### config.mk
export PLATFORM = sky130hd
export DESIGN_NAME = clock_source_ctrl_flat
export DESIGN_NICKNAME = d
export VERILOG_FILES = /design/src/rtl/clock_source_ctrl_if.sv /design/src/rtl/clock_source_ctrl.sv /design/src/flat_wrapper.sv
export SDC_FILE = /design/constraint.sdc
export NUM_CORES = 1
export LEC_CHECK = 0
export CAP_MARGIN = 20
export CELL_PAD_IN_SITES_DETAIL_PLACEMENT = 0
export CELL_PAD_IN_SITES_GLOBAL_PLACEMENT = 1
export CORE_MARGIN = 4
export CORE_UTILIZATION = 25
export DETAILED_ROUTE_END_ITERATION = 8
export PLACE_DENSITY_LB_ADDON = 0.1
export SLEW_MARGIN = 20
export SYNTH_ARGS = -nofsm -noshare
export SYNTH_HDL_FRONTEND = slang
export SYNTH_SLANG_ARGS = --single-unit
### constraint.sdc
create_clock -name clk_debug -period 6.1 [get_ports clk_debug]
set_input_delay 1.22 -clock clk_debug [delete_from_list [all_inputs] [get_ports clk_debug]]
set_output_delay 1.22 -clock clk_debug [all_outputs]
set_load 0.05 [all_outputs]
### src/rtl/clock_source_ctrl_if.sv
// Pin bundle between the clock-source controller and its surroundings:
// reference/lock inputs, policy controls, and the registered status outputs.
interface clock_source_ctrl_if #(
    parameter int CNT_W = 12
);
    logic             enable;
    logic             force_int;
    logic             ref_toggle;
    logic             pll_lock;
    logic             clk_sel;
    logic             sys_hold;
    logic             ref_ok;
    logic [CNT_W-1:0] ref_count;
    logic [2:0]       state;

    modport master (
        output enable, force_int, ref_toggle, pll_lock,
        input  clk_sel, sys_hold, ref_ok, ref_count, state
    );

    modport slave (
        input  enable, force_int, ref_toggle, pll_lock,
        output clk_sel, sys_hold, ref_ok, ref_count, state
    );
endinterface

### src/rtl/clock_source_ctrl.sv
// Qualifies the external 10MHz reference by edge counting on clk_debug and sequences
// the PLL input mux between internal and external sources, holding clk_2M5 logic in reset.
module clock_source_ctrl #(
    parameter int WINDOW_LEN   = 4096,
    parameter int EXP_EDGES    = 260,
    parameter int TOL          = 8,
    parameter int QUAL_WINDOWS = 4,
    parameter int HOLD_CYC     = 64,
    parameter int LOCK_TIMEOUT = 16384,
    parameter int CNT_W        = 12
) (
    input logic                clk_debug,
    input logic                reset,
    clock_source_ctrl_if.slave bus
);
    typedef enum logic [2:0] {
        HOLD_INT = 3'd0,
        INT      = 3'd1,
        SWITCH   = 3'd2,
        EXT      = 3'd3,
        FALLBACK = 3'd4
    } state_t;

    localparam int WIN_W    = $clog2(WINDOW_LEN);
    localparam int HOLD_W   = $clog2(HOLD_CYC + 1);
    localparam int TMO_W    = $clog2(LOCK_TIMEOUT + 1);
    localparam int STREAK_W = $clog2(QUAL_WINDOWS + 1);

    localparam logic [CNT_W-1:0]    CNT_MAX  = '1;
    localparam logic [CNT_W-1:0]    LO_EDGES = CNT_W'(EXP_EDGES - TOL);
    localparam logic [CNT_W-1:0]    HI_EDGES = CNT_W'(EXP_EDGES + TOL);
    localparam logic [WIN_W-1:0]    WIN_LAST = WIN_W'(WINDOW_LEN - 1);
    localparam logic [HOLD_W-1:0]   HOLD_MIN = HOLD_W'(HOLD_CYC - 1);
    localparam logic [TMO_W-1:0]    TMO_LAST = TMO_W'(LOCK_TIMEOUT - 1);
    localparam logic [STREAK_W-1:0] QUAL     = STREAK_W'(QUAL_WINDOWS);

    logic                ref_meta, ref_s, ref_d;
    logic                lock_meta, lock_s;
    logic [WIN_W-1:0]    win_cnt;
    logic [CNT_W-1:0]    edge_cnt;
    logic [STREAK_W-1:0] good_streak;
    logic [HOLD_W-1:0]   hold_cnt;
    logic [TMO_W-1:0]    tmo_cnt;
    logic [CNT_W-1:0]    ref_count_q;
    logic                ref_ok_q;
    logic                clk_sel_q, sys_hold_q;
    logic                clk_sel_d, sys_hold_d;
    state_t              state_q, state_d;

    logic edge_seen, win_end, win_good, win_bad, hold_done, tmo_done;

    // NOTE: synchroniser flops carry no reset so a reset pulse never fabricates a reference edge.
    // NOTE: every clocked assignment is non-blocking so all registers see pre-edge values.
    always_ff @(posedge clk_debug) begin
        ref_meta  <= bus.ref_toggle;
        ref_s     <= ref_meta;
        ref_d     <= ref_s;
        lock_meta <= bus.pll_lock;
        lock_s    <= lock_meta;
    end

    assign edge_seen = ref_s ^ ref_d;
    assign win_end   = (win_cnt == WIN_LAST);
    assign win_good  = (edge_cnt >= LO_EDGES) && (edge_cnt <= HI_EDGES);
    assign win_bad   = win_end && !win_good;
    assign hold_done = (hold_cnt >= HOLD_MIN);
    assign tmo_done  = (tmo_cnt == TMO_LAST);

    // An edge landing on the terminal cycle is credited to the next window.
    always_ff @(posedge clk_debug) begin
        if (reset) begin
            win_cnt     <= '0;
            edge_cnt    <= '0;
            ref_count_q <= '0;
            ref_ok_q    <= 1'b0;
            good_streak <= '0;
        end else begin
            win_cnt <= win_end ? '0 : win_cnt + 1'b1;
            if (win_end) begin
                ref_count_q <= edge_cnt;
                ref_ok_q    <= win_good;
                edge_cnt    <= CNT_W'(edge_seen);
            end else if (edge_seen && edge_cnt != CNT_MAX) begin
                edge_cnt <= edge_cnt + 1'b1;
            end
            if (state_q == FALLBACK || !bus.enable || win_bad)
                good_streak <= '0;
            else if (win_end && good_streak != QUAL)
                good_streak <= good_streak + 1'b1;
        end
    end

    // NOTE: next-state and decoded outputs get defaults first so no latch is inferred.
    always_comb begin
        state_d = state_q;
        unique case (state_q)
            HOLD_INT: if (hold_done && lock_s) state_d = INT;
            INT: begin
                if (!lock_s)
                    state_d = HOLD_INT;
                else if (bus.enable && !bus.force_int && good_streak == QUAL)
                    state_d = SWITCH;
            end
            SWITCH: begin
                if (bus.force_int || !bus.enable || win_bad || tmo_done)
                    state_d = FALLBACK;
                else if (hold_done && lock_s)
                    state_d = EXT;
            end
            EXT: if (bus.force_int || !lock_s || win_bad || !bus.enable) state_d = FALLBACK;
            FALLBACK: state_d = HOLD_INT;
            default:  state_d = HOLD_INT;
        endcase
        // Decoding from the next state keeps clk_sel/sys_hold aligned with the state register.
        clk_sel_d  = (state_d == SWITCH) || (state_d == EXT);
        sys_hold_d = (state_d != INT) && (state_d != EXT);
    end

    always_ff @(posedge clk_debug) begin
        if (reset) begin
            state_q    <= HOLD_INT;
            clk_sel_q  <= 1'b0;
            sys_hold_q <= 1'b1;
            hold_cnt   <= '0;
            tmo_cnt    <= '0;
        end else begin
            state_q    <= state_d;
            clk_sel_q  <= clk_sel_d;
            sys_hold_q <= sys_hold_d;
            if (state_d != state_q) begin
                hold_cnt <= '0;
                tmo_cnt  <= '0;
            end else begin
                if (!hold_done)
                    hold_cnt <= hold_cnt + 1'b1;
                if (state_q == SWITCH && !tmo_done)
                    tmo_cnt <= tmo_cnt + 1'b1;
            end
        end
    end

    assign bus.clk_sel   = clk_sel_q;
    assign bus.sys_hold  = sys_hold_q;
    assign bus.ref_ok    = ref_ok_q;
    assign bus.ref_count = ref_count_q;
    assign bus.state     = state_q;
endmodule

### src/flat_wrapper.sv
// flat-port wrapper written by rule: the top's interface ports become plain ports
module clock_source_ctrl_flat 
#(
    parameter int WINDOW_LEN   = 4096,
    parameter int EXP_EDGES    = 260,
    parameter int TOL          = 8,
    parameter int QUAL_WINDOWS = 4,
    parameter int HOLD_CYC     = 64,
    parameter int LOCK_TIMEOUT = 16384,
    parameter int CNT_W        = 12
)
  (clk_debug, reset, bus_enable, bus_force_int, bus_ref_toggle, bus_pll_lock, bus_clk_sel, bus_sys_hold, bus_ref_ok, bus_ref_count, bus_state);
  clock_source_ctrl_if #(.CNT_W(CNT_W)) bus_i ();
  input logic clk_debug;
  input logic reset;
  input wire logic [$bits(bus_i.enable)-1:0] bus_enable;
  input wire logic [$bits(bus_i.force_int)-1:0] bus_force_int;
  input wire logic [$bits(bus_i.ref_toggle)-1:0] bus_ref_toggle;
  input wire logic [$bits(bus_i.pll_lock)-1:0] bus_pll_lock;
  output wire logic [$bits(bus_i.clk_sel)-1:0] bus_clk_sel;
  output wire logic [$bits(bus_i.sys_hold)-1:0] bus_sys_hold;
  output wire logic [$bits(bus_i.ref_ok)-1:0] bus_ref_ok;
  output wire logic [$bits(bus_i.ref_count)-1:0] bus_ref_count;
  output wire logic [$bits(bus_i.state)-1:0] bus_state;
  assign bus_i.enable = bus_enable;
  assign bus_i.force_int = bus_force_int;
  assign bus_i.ref_toggle = bus_ref_toggle;
  assign bus_i.pll_lock = bus_pll_lock;
  assign bus_clk_sel = bus_i.clk_sel;
  assign bus_sys_hold = bus_i.sys_hold;
  assign bus_ref_ok = bus_i.ref_ok;
  assign bus_ref_count = bus_i.ref_count;
  assign bus_state = bus_i.state;
  clock_source_ctrl #(.WINDOW_LEN(WINDOW_LEN), .EXP_EDGES(EXP_EDGES), .TOL(TOL), .QUAL_WINDOWS(QUAL_WINDOWS), .HOLD_CYC(HOLD_CYC), .LOCK_TIMEOUT(LOCK_TIMEOUT), .CNT_W(CNT_W)) u_core (.clk_debug(clk_debug), .reset(reset), .bus(bus_i));
endmodule
# After elaboration in Yosys (flattened, before gate mapping)
# Index checks and enable logic that the tools add are counted.
op_classes:
  muxes: 9
  n_lt_le_gt_ge: 3
  bitwise_logic: 1
  n_eq_ne: 14
  reduce_logical: 28
  n_addsub: 5
ops:
  columns: ["operator", "count"]
  rows:
  - ["$add 12x1->12 const B", 2]
  - ["$mux 3", 6]
  - ["$add 15x1->15 const B", 1]
  - ["$eq 15x14->1 const B", 1]
  - ["$eq 12x12->1 const B", 1]
  - ["$eq 3x2->1 const B", 4]
  - ["$ge 12x8->1 const B", 1]
  - ["$le 12x9->1 const B", 1]
  - ["$ne 12x12->1 const B", 1]
  - ["$pmux 3 s4", 1]
  - ["$logic_and 1x1->1", 9]
  - ["$logic_or 1x1->1", 9]
  - ["$add 7x1->7 const B", 1]
  - ["$ge 7x6->1 const B", 1]
  - ["$eq 3x3->1 const B", 2]
  - ["$reduce_or 2->1", 3]
  - ["$logic_not 1->1", 5]
  - ["$add 3x1->3 const B", 1]
  - ["$eq 3x1->1 const B", 1]
  - ["$logic_not 3->1", 1]
  - ["$ne 3x1->1 const B", 1]
  - ["$ne 3x2->1 const B", 1]
  - ["$ne 3x3->1", 1]
  - ["$ne 3x3->1 const B", 1]
  - ["3 further kinds", 4]
totals:
  inputBits: 6
  register_bits: 72
  word_cells: 76

# Longest topological paths before layout
# Gate-level depths: netlist (run 1).
logic_depth:
  ltp_word: 10
  ltp_mapped: 9
  mapped_depth_nobuf: 8

# Least setup slack after synthesis (run 1)
# Ideal clock, no wire load.
synth_path:
  path_kind: "input to register"
  start: "in bus_enable"
  end: "reg u_core.hold_cnt[5]"
  path_buffers: 1
  required_time_ps: 5983
  setup_slack_ps: 3592
  setup_time_ps: 117
  arrival_ps: 2391
  path_stages: 6
  cell_sequence: "or2b_2 -> a31oi_2 -> a311oi_1 -> o211ai_4 -> buf_6 -> nor2_2"
synth_between:
  elab_chain_len: 8
synth_lines:
  columns: ["item", "line_no", "rtl"]
  rows:
  - ["from (decl)", "flat_wrapper.sv:16", "input wire logic [$bits(bus_i.enable)-1:0] bus_enable;"]
  - ["$logic_not 1->1", "clock_source_ctrl.sv:105, clock_source_ctrl.sv:110", null]
  - ["$logic_or 1x1->1 (3 in a row)", "clock_source_ctrl.sv:105", "if (bus.force_int || !bus.enable || win_bad || tmo_done)"]
  - ["$mux 3", "clock_source_ctrl.sv:105", null]
  - ["$pmux 3 s4 *", "clock_source_ctrl.sv:96", "unique case (state_q)"]
  - ["$ne 3x3->1 *", "clock_source_ctrl.sv:130", "if (state_d != state_q) begin"]
  - ["$reduce_or 2->1 (no source line) *", null, null]
  - ["to (signal assigned)", "clock_source_ctrl.sv:135", "hold_cnt <= hold_cnt + 1'b1;"]
  - ["to (decl)", "clock_source_ctrl.sv:42", "logic [HOLD_W-1:0] hold_cnt;"]
# Every way passes the cells marked *; elsewhere a longest branch is shown, timed or not.
# A chain may end at the register's enable or synchronous reset.

# Worst setup path after layout (run 1)
layout_path:
  start: "in bus_enable"
  end: "reg u_core.hold_cnt[0]"
# Same word-level chain as after synthesis.

==> results of run 1 <==
[sequential cells by signal, summed over array words and instances (netlist names), 3 cells and up]
name	count
u_core.hold_cnt	7
u_core.edge_cnt	12
u_core.good_streak	3
u_core.win_cnt	12
u_core.bus.ref_count	12
u_core.tmo_cnt	15
u_core.bus.state	3
[worst reg2reg max path, stage by stage, from the launching register on]
cell and delay [ns]:
dfxtp_1 0.35, ha_1 0.22, and4_1 0.32, and4_2 0.53, and3_4 0.30, o32ai_4 0.11
o211ai_4 0.81, nor2_1 0.11
[cells in the mapped netlist, types with 4 or more instances]
| cell type | number | area (um^2) |
|---|---|---|
| o21ai_0 | 11 | 55.1 |
| nand2_1 | 49 | 184 |
| clkbuf_1 | 7 | 26.3 |
| xor2_1 | 26 | 228 |
| xnor2_1 | 10 | 87.6 |
| a21oi_1 | 19 | 95.1 |
| nor2_1 | 32 | 120 |
| nor2_2 | 21 | 131 |
| and4_1 | 4 | 35.0 |
| nor3_1 | 7 | 35.0 |
| nor4_1 | 5 | 31.3 |
| nand4_1 | 13 | 81.3 |
| inv_1 | 8 | 30.0 |
| ha_1 | 7 | 87.6 |
| dfxtp_1 | 72 | 1440 |
| nand3_1 | 12 | 60.1 |
[routing by layer]
metal	GRT usage	routed length, um
met4	0.0425	124
met2	0.154	2890
met3	0.0454	333
met1	0.132	3520
met5	0	0
[layout make-up]
class                   count  area (um^2)
flip-flops and latches     72         1440
fillers                  1328         8360
well taps                 168          210
clock inverters             1         7.51
clock buffers              15          298
multi-input cells         257         1620
repair buffers             24          238
inverters                   9         33.8
[cells by family after synthesis]
group / count (synthesis)
AND/OR/NAND/NOR: 169
flip-flops: 72
AO/OA/AOI/OAI: 43
XOR/XNOR: 36
buffers and inverters: 22
adder cells (fa/ha/maj): 7
multiplexers: 2
[worst paths after layout]
path / end / cells past startpoint / slack, ns / from
worst min-delay path: u_core.ref_s / 0 / 0.32 / u_core.ref_meta
worst max-delay path: u_core.hold_cnt[0] / 6 / 2.88 / bus_enable
worst min register to register: u_core.ref_s / 0 / 0.32 / u_core.ref_meta
worst max register to register: u_core.hold_cnt[0] / 7 / 3.21 / u_core.win_cnt[0]
[power breakdown]
| group | total, mW | switching [mW] | internal [mW] |
|---|---|---|---|
| registers | 0.484 | 0.00662 | 0.477 |
| logic | 0.0316 | 0.0191 | 0.0126 |
| clock network | 0.529 | 0.198 | 0.331 |
[per-stage QoR]
stage / cell area [um^2] / power [mW]
final: 3850 / 1.04
after global routing: 3850 / 1.09
after CTS: 3850 / 1.07
after detailed placement: 3540 / 0.526
after global placement: 3540 / 0.526
after floorplan: 3170 / 0.516
==> impl_metrics.tcl, run 1 <==
set metrics [dict create \
    cp-start-kind "primary input" \
    drive_gt1_frac 0.140 \
    dpl.hpwl_um 4660 \
    cts_tree "yes" \
    post_synth.cell_area_avg_um2 9.03 \
    finalSetupViolations 0 \
    min_path_type "reg -> reg" \
    synth-simple-area-share 0.284 \
    synth_warnings 0 \
    yosysSeqAreaShare 0.455 \
    die_y_um 121 \
    period_needed_ns 3.22 \
    drt_iter0_drc 90 \
    async_reset_ff_frac 0 \
    synth_edf_count 0 \
    antenna_found_initial 0 \
    ctsHoldBuffers 0 \
    min_period_over_period 0.527 \
    path_clk_slew_ns 0.05 \
    cts_root_buf "clkbuf_16" \
    fin_util 0.315 \
    required_ns 6.29 \
    synthAdderAreaFrac 0.0276 \
    cp_data_arrival_time_ns 3.41 \
    design.portCount 24 \
    fin_hold_ws_ns 0.325 \
    coreArea_um2 12200 \
    cap_violations 0 \
    io_buffers 23 \
    synth.distinct_cells 49 \
    vdd_drop_max_uv 187 \
    wire_per_inst_um 12.6 \
    ys.flop_type "dfxtp_1" \
    slew_viol_final 0 \
    place.gp.congestion 0.677 \
    rsz0062_at_grt "false" \
    pwr_density_cell_nw_per_um2 272 \
    cts_sinks 72 \
    globalRouteOverflowTotal 0 \
    grt_pass1_wl_um 11700 \
    first_pass_iters 4 \
    start_util 0.259 \
    syn-cell-area_um2 3170 \
    worst_pin_slew_ns 0.979 \
    path_cells "clkdlybuf4s50_1 -> or2b_2 -> a31oi_2 -> a311oi_1 -> o211ai_4 -> nor2_1" \
    pre_cts_ws_ns 2.51 \
    critical_path_class "in -> reg" \
    finalHoldViolCount 0 \
    maxSlewHeadroom 0.344 \
    cp_top_family "compound AO/OA/AOI/OAI gates" \
    grt_pass1_vias 2379 \
    antennaDiodeCount 0 \
    drtAntennaViolNets 0 \
    cp_num_buf_inv 1 \
    place_inst 530 \
    final_common_cell "dfxtp_1" \
    routed_wl_um 6870 \
    worst_path_max_delay_cell "o211ai_4" \
    cts-resized-gates 0 \
    clock_latency_ns 0.34 \
    final.setup_skew_ns 0.00862 \
    fin_nets 386 \
    synth-xor-area-share 0.0995 \
    vias_per_cell 4.36 \
    cts_buffers 9 \
    cp-end-kind "flip-flop" \
    synth-seq-cells 72 \
    cts_setup_buffers 0 \
    grt_max_degree 24 \
    vias 2382 \
    syn_inst 351 \
    die_w_um 121 \
    fin_ws_ns 2.88 \
    cts_buffer_depth 2 \
    slowest_delay_ns 0.81 \
    synth-compound-area-share 0.0936 \
    final_cell_mix "dfxtp_1 (72), nand2_1 (49), nor2_1 (32)" \
    synthMuxAreaShare 0.00632 \
    synth_top_family_by_area "simple AND/OR/NAND/NOR gates" \
    synth_fp_nets 364 \
    instances_no_fill 546 \
    die_area_um2 14500 \
    htreeDepth 3 \
    area_growth_pct 21.4 \
    power_leakage_nw 1.32 \
    crit_fanout 22 \
    row_count 40 \
    finalSetupTns_ns 0 \
    fmax_ghz 0.311 \
    status "completed" \
    drc 0 \
    grt_usage 0.104 \
]
No activity file was read; power rests on OpenSTA's default activity.
==> run 2, diff against run 1 <==
==> constraint.sdc (replaced) <==
create_clock -name clk_debug -period 2.75 [get_ports clk_debug]
set_input_delay 0.55 -clock clk_debug [delete_from_list [all_inputs] [get_ports clk_debug]]
set_output_delay 0.55 -clock clk_debug [all_outputs]
set_load 0.05 [all_outputs]
==> impl_metrics.tcl, run 2 (synthesis results as in run 1) <==
set metrics [dict create \
    seqCellArea_um2 1440 \
    die_y_um 121 \
    die_w_um 121 \
    wire_per_inst_um 12.3 \
    fin_nets 396 \
    pwr_density_cell_nw_per_um2 560 \
    grt_usage 0.104 \
    die_area_um2 14500 \
    final.setup_skew_ns 0.00528 \
    area_growth_pct 22.6 \
    finalSetupViolations 0 \
    slowest_delay_ns 0.42 \
    final_common_cell "dfxtp_1" \
    regMostFlops "u_core.tmo_cnt" \
    critical_path_class "reg -> reg" \
    routed_wl_um 6840 \
    grt_max_degree 23 \
    design.portCount 24 \
    required_ns 3.02 \
    first_pass_iters 4 \
    fmax_ghz 0.429 \
    row_count 40 \
    cp-start-kind "flip-flop" \
    rr_worst_depth 8 \
    drc 0 \
    finalHoldViolCount 0 \
    cts_buffers 9 \
    pwr-share-clk 0.470 \
    coreArea_um2 12200 \
    r2r_setup_slack_ns 0.42 \
    switchingPower_mw 0.457 \
    cts_root_buf "clkbuf_16" \
    min_period_over_period 0.847 \
    min_path_type "reg -> reg" \
    placed_area_um2 3630 \
    finalSetupTns_ns 0 \
    drtAntennaViolNets 0 \
    grt_pass1_vias 2399 \
    final_cell_area_um2 3880 \
    cp_data_arrival_time_ns 2.60 \
    status "completed" \
    maxSlewHeadroom 0.347 \
    worst_pin_slew_ns 0.971 \
    globalRouteOverflowTotal 0 \
    dpl.hpwl_um 4860 \
    multi_input_area_um2 1620 \
    pwr-share-seq 0.493 \
    rr_startpoint "u_core.win_cnt[0]" \
    min_delay_path_depth 0 \
    worst_path_max_delay_cell "and4_2" \
    vias 2409 \
    drive_gt1_frac 0.153 \
    cts_setup_buffers 0 \
    ctsHoldBuffers 0 \
    cts_tree "yes" \
    path_clk_slew_ns 0.05 \
    htreeDepth 3 \
    cts_sinks 72 \
    grt_pass1_wl_um 11900 \
    crit_fanout 22 \
    cell_internal_pwr_mw 1.72 \
    antennaDiodeCount 0 \
    regToRegEndpoint "u_core.hold_cnt[3]" \
    switching_share 0.210 \
    period_needed_ns 2.33 \
    place.gp.congestion 0.738 \
    io_buffers 23 \
    rsz0062_at_grt "false" \
    vdd_drop_max_uv 192 \
    cp-end-kind "flip-flop" \
    drt_iter0_drc 76 \
    min_from "u_core.ref_meta" \
    largest_register_ffs 15 \
    vias_per_cell 4.35 \
    power_leakage_nw 1.36 \
    antenna_found_initial 0 \
    final_cell_mix "dfxtp_1 (72), nand2_1 (49), nor2_1 (32)" \
    cts_buffer_depth 2 \
    start_util 0.259 \
    path_cells "ha_1 -> and4_1 -> and4_2 -> a31oi_2 -> a311oi_1 -> o211ai_4 -> buf_12 -> nor2_2" \
    clock_latency_ns 0.33 \
    cts-resized-gates 0 \
    fillCellCount 1339 \
    slew_viol_final 0 \
    min_delay_worst_endpoint "u_core.ref_s" \
    p_comb_frac 0.036 \
    cap_violations 0 \
]
## run 2: cell count changes in the layout (fill, tap and decap cells not counted), sizes merged
| cell | before | now |
|---|---|---|
| clkinv | 0 | 1 |
| clkinvlp | 1 | 0 |
| clkbuf | 15 | 13 |
| buf | 1 | 11 |
## run 2: layer usage
| layer | routed length [um] | GRT usage | up-vias | share of wire |
|---|---|---|---|---|
| met5 | 0 | 0 | - | 0 |
| met3 | 194 | 0.0262 | 14 | 0.028 |
| met2 | 2690 | 0.141 | 26 | 0.39 |
| li1 | - | - | 1275 | - |
| met4 | 193 | 0.0652 | 0 | 0.028 |
| met1 | 3760 | 0.146 | 1094 | 0.55 |
## run 2: area by class of cell
type                    instances  area share
repair buffers                 34      0.0837
multi-input cells             257       0.417
inverters                       9     0.00870
clock inverters                 1     0.00129
clock buffers                  13      0.0644
well taps                     168      0.0541
flip-flops and latches         72       0.371
## run 2: how the worst max path moves through the flow
stage | cells past startpoint | from | slack, ns | to
3_5_place_dp | 7 | bus_enable | 0.31 | u_core.hold_cnt[0]
2_1_floorplan | 8 | u_core.bus.state[1] | 0.46 | u_core.hold_cnt[5]
3_3_place_gp | 7 | bus_enable | 0.35 | u_core.hold_cnt[0]
5_1_grt | 8 | u_core.win_cnt[0] | 0.27 | u_core.tmo_cnt[1]
6_report | 8 | u_core.win_cnt[0] | 0.42 | u_core.hold_cnt[3]
4_1_cts | 8 | u_core.win_cnt[0] | 0.39 | u_core.hold_cnt[3]
## run 2: critical path, delay by kind of cell (launching register included)
family                   cells  cell delay [ns]
AO/OA/AOI/OAI                3             0.67
adder cells (fa/ha/maj)      1             0.21
buffers and inverters        1             0.19
flip-flops                   1             0.34
AND/OR/NAND/NOR              3             0.85
## run 2: power by group through the flow
stage               registers [mW]  logic [mW]  clock network, mW
finish                        1.07      0.0790               1.02
global placement              1.10      0.0799                  0
global route                  1.07      0.0903               1.12
detailed placement            1.10      0.0802                  0
CTS                           1.07      0.0806               1.07
floorplan                     1.09      0.0544                  0
## run 2: per-stage QoR
stage	cells	hold WS, ns	setup WS [ns]	util	total power [mW]
after global placement	540	0.319	0.352	0.297	1.18
final	554	0.325	0.420	0.318	2.17
after detailed placement	540	0.314	0.314	0.297	1.18
after floorplan	351	0.310	0.456	-	1.15
after CTS	554	0.327	0.389	0.318	2.23
after global routing	554	0.330	0.270	0.318	2.28
==> run 3, diff against run 2 <==
==> constraint.sdc (replaced) <==
create_clock -name clk_debug -period 2.25 [get_ports clk_debug]
set_input_delay 0.45 -clock clk_debug [delete_from_list [all_inputs] [get_ports clk_debug]]
set_output_delay 0.45 -clock clk_debug [all_outputs]
set_load 0.05 [all_outputs]
==> impl_metrics.tcl, run 3 (synthesis results as in run 1) <==
set metrics [dict create \
    status "completed" \
    die_y_um 121 \
    p_comb_frac 0.037 \
    grt_max_degree 16 \
    die_area_um2 14500 \
    dpl.hpwl_um 5220 \
    start_util 0.259 \
    routed_wl_um 6980 \
    min_path_type "reg -> reg" \
    cp_data_arrival_time_ns 2.38 \
    period_needed_ns 2.12 \
    cts_tree "yes" \
    path_clk_slew_ns 0.05 \
    slowest_delay_ns 0.56 \
    antennaDiodeCount 0 \
    rsz0062_at_grt "false" \
    required_ns 2.51 \
    fin_nets 417 \
    vias 2450 \
    die_w_um 121 \
    io_buffers 23 \
    final_common_cell "dfxtp_1" \
    worst_path_max_delay_cell "or4b_4" \
    cts_root_buf "clkbuf_16" \
    min_period_over_period 0.941 \
    instances_no_fill 574 \
    cts_buffers 9 \
    final.setup_skew_ns 0.00647 \
    grt_usage 0.104 \
    drive_gt1_frac 0.209 \
    clock_latency_ns 0.33 \
    coreArea_um2 12200 \
    final_cell_mix "dfxtp_1 (69), nand2_1 (49), nor2_1 (32), buf_4 (32), xor2_1 (26)" \
    cts_buffer_depth 2 \
    vdd_drop_max_uv 299 \
    slew_viol_final 0 \
    switchingPower_mw 0.559 \
    cp-start-kind "flip-flop" \
    first_pass_iters 4 \
    power_leakage_nw 1.48 \
    finalHoldViolCount 0 \
    fmax_ghz 0.472 \
    crit_fanout 8 \
    drc 0 \
    drt_iter0_drc 101 \
    cp_num_buf_inv 1 \
    path_cells "nand4_2 -> or4b_4 -> and3_4 -> o32ai_4 -> o211ai_4 -> buf_4 -> a21oi_1" \
    cp_top_family "simple AND/OR/NAND/NOR gates" \
    finalSetupViolations 0 \
    place_inst 561 \
    pwr-share-seq 0.473 \
    globalRouteOverflowTotal 0 \
    largest_register_ffs 15 \
    cts_sinks 72 \
    regMostFlops "u_core.tmo_cnt" \
    ctsHoldBuffers 0 \
    antenna_found_initial 0 \
    p_total_mw 2.77 \
    grt_pass1_vias 2370 \
    design.portCount 24 \
    maxSlewHeadroom 0.658 \
    vias_per_cell 4.27 \
    row_count 40 \
    switching_share 0.202 \
    wire_per_inst_um 12.2 \
    worst_pin_slew_ns 0.512 \
    cap_violations 0 \
    cell_internal_pwr_mw 2.21 \
    htreeDepth 3 \
    grt_pass1_wl_um 11700 \
    pwr_density_cell_nw_per_um2 680 \
    critical_path_class "reg -> reg" \
    cp-end-kind "flip-flop" \
    place.gp.congestion 0.722 \
    fin_hold_ws_ns 0.325 \
    fin_util 0.334 \
    pwr-share-clk 0.490 \
    drtAntennaViolNets 0 \
    area_growth_pct 28.6 \
]
## run 3: cell count changes in the layout (fill, tap and decap cells not counted), sizes merged
cell	before	now
clkdlybuf4s50	23	22
buf	11	33
clkbuf	13	12
bufinv	0	1
clkinv	1	0
## run 3: worst paths after layout
path,startpoint,to,cells after the start,slack (ns)
worst max register to register,u_core.edge_cnt[5],u_core.tmo_cnt[1],7,0.13
worst min-delay path,u_core.lock_meta,u_core.lock_s,0,0.32
worst max-delay path,u_core.edge_cnt[5],u_core.tmo_cnt[1],7,0.13
worst min register to register,u_core.lock_meta,u_core.lock_s,0,0.32
## run 3: timing repair
| item | in CTS | in global routing |
|---|---|---|
| resized for setup | 0 | 4 |
| setup buffers | 0 | 0 |
| endpoints found under the setup margin | 0 | 20 |
## run 3: layout make-up
cell class                 count  area (um^2)
fill                        1314         8140
multi-input combinational    257         1630
sequential                    72         1450
timing repair buffer          55          480
clock buffer                  12          246
tap                          168          210
inverter                       9         33.8
clock inverter                 1         30.0
## run 3: power groups by stage
stage	Combinational [mW]	Clock [mW]	Sequential, mW
2_1_floorplan	0.0665	0	1.33
3_3_place_gp	0.107	0	1.34
3_5_place_dp	0.107	0	1.34
4_1_cts	0.107	1.43	1.31
5_1_grt	0.118	1.46	1.31
6_report	0.104	1.36	1.31
## run 3: through the flow
step | TNS, ns | setup slack (ns) | area [um^2]
finish | 0 | 0.133 | 4070
global route | 0 | 0.0177 | 4070
CTS | 0 | 0.0283 | 4060
detailed placement | -1.36 | -0.0914 | 3790
global placement | -0.456 | -0.0467 | 3790
floorplan | 0 | 0.0827 | 3170
## run 3: layer usage
layer / track usage / share of wire
met1: 0.142 / 0.54
met3: 0.0295 / 0.034
met4: 0.0616 / 0.027
met2: 0.145 / 0.40
met5: 0 / 0
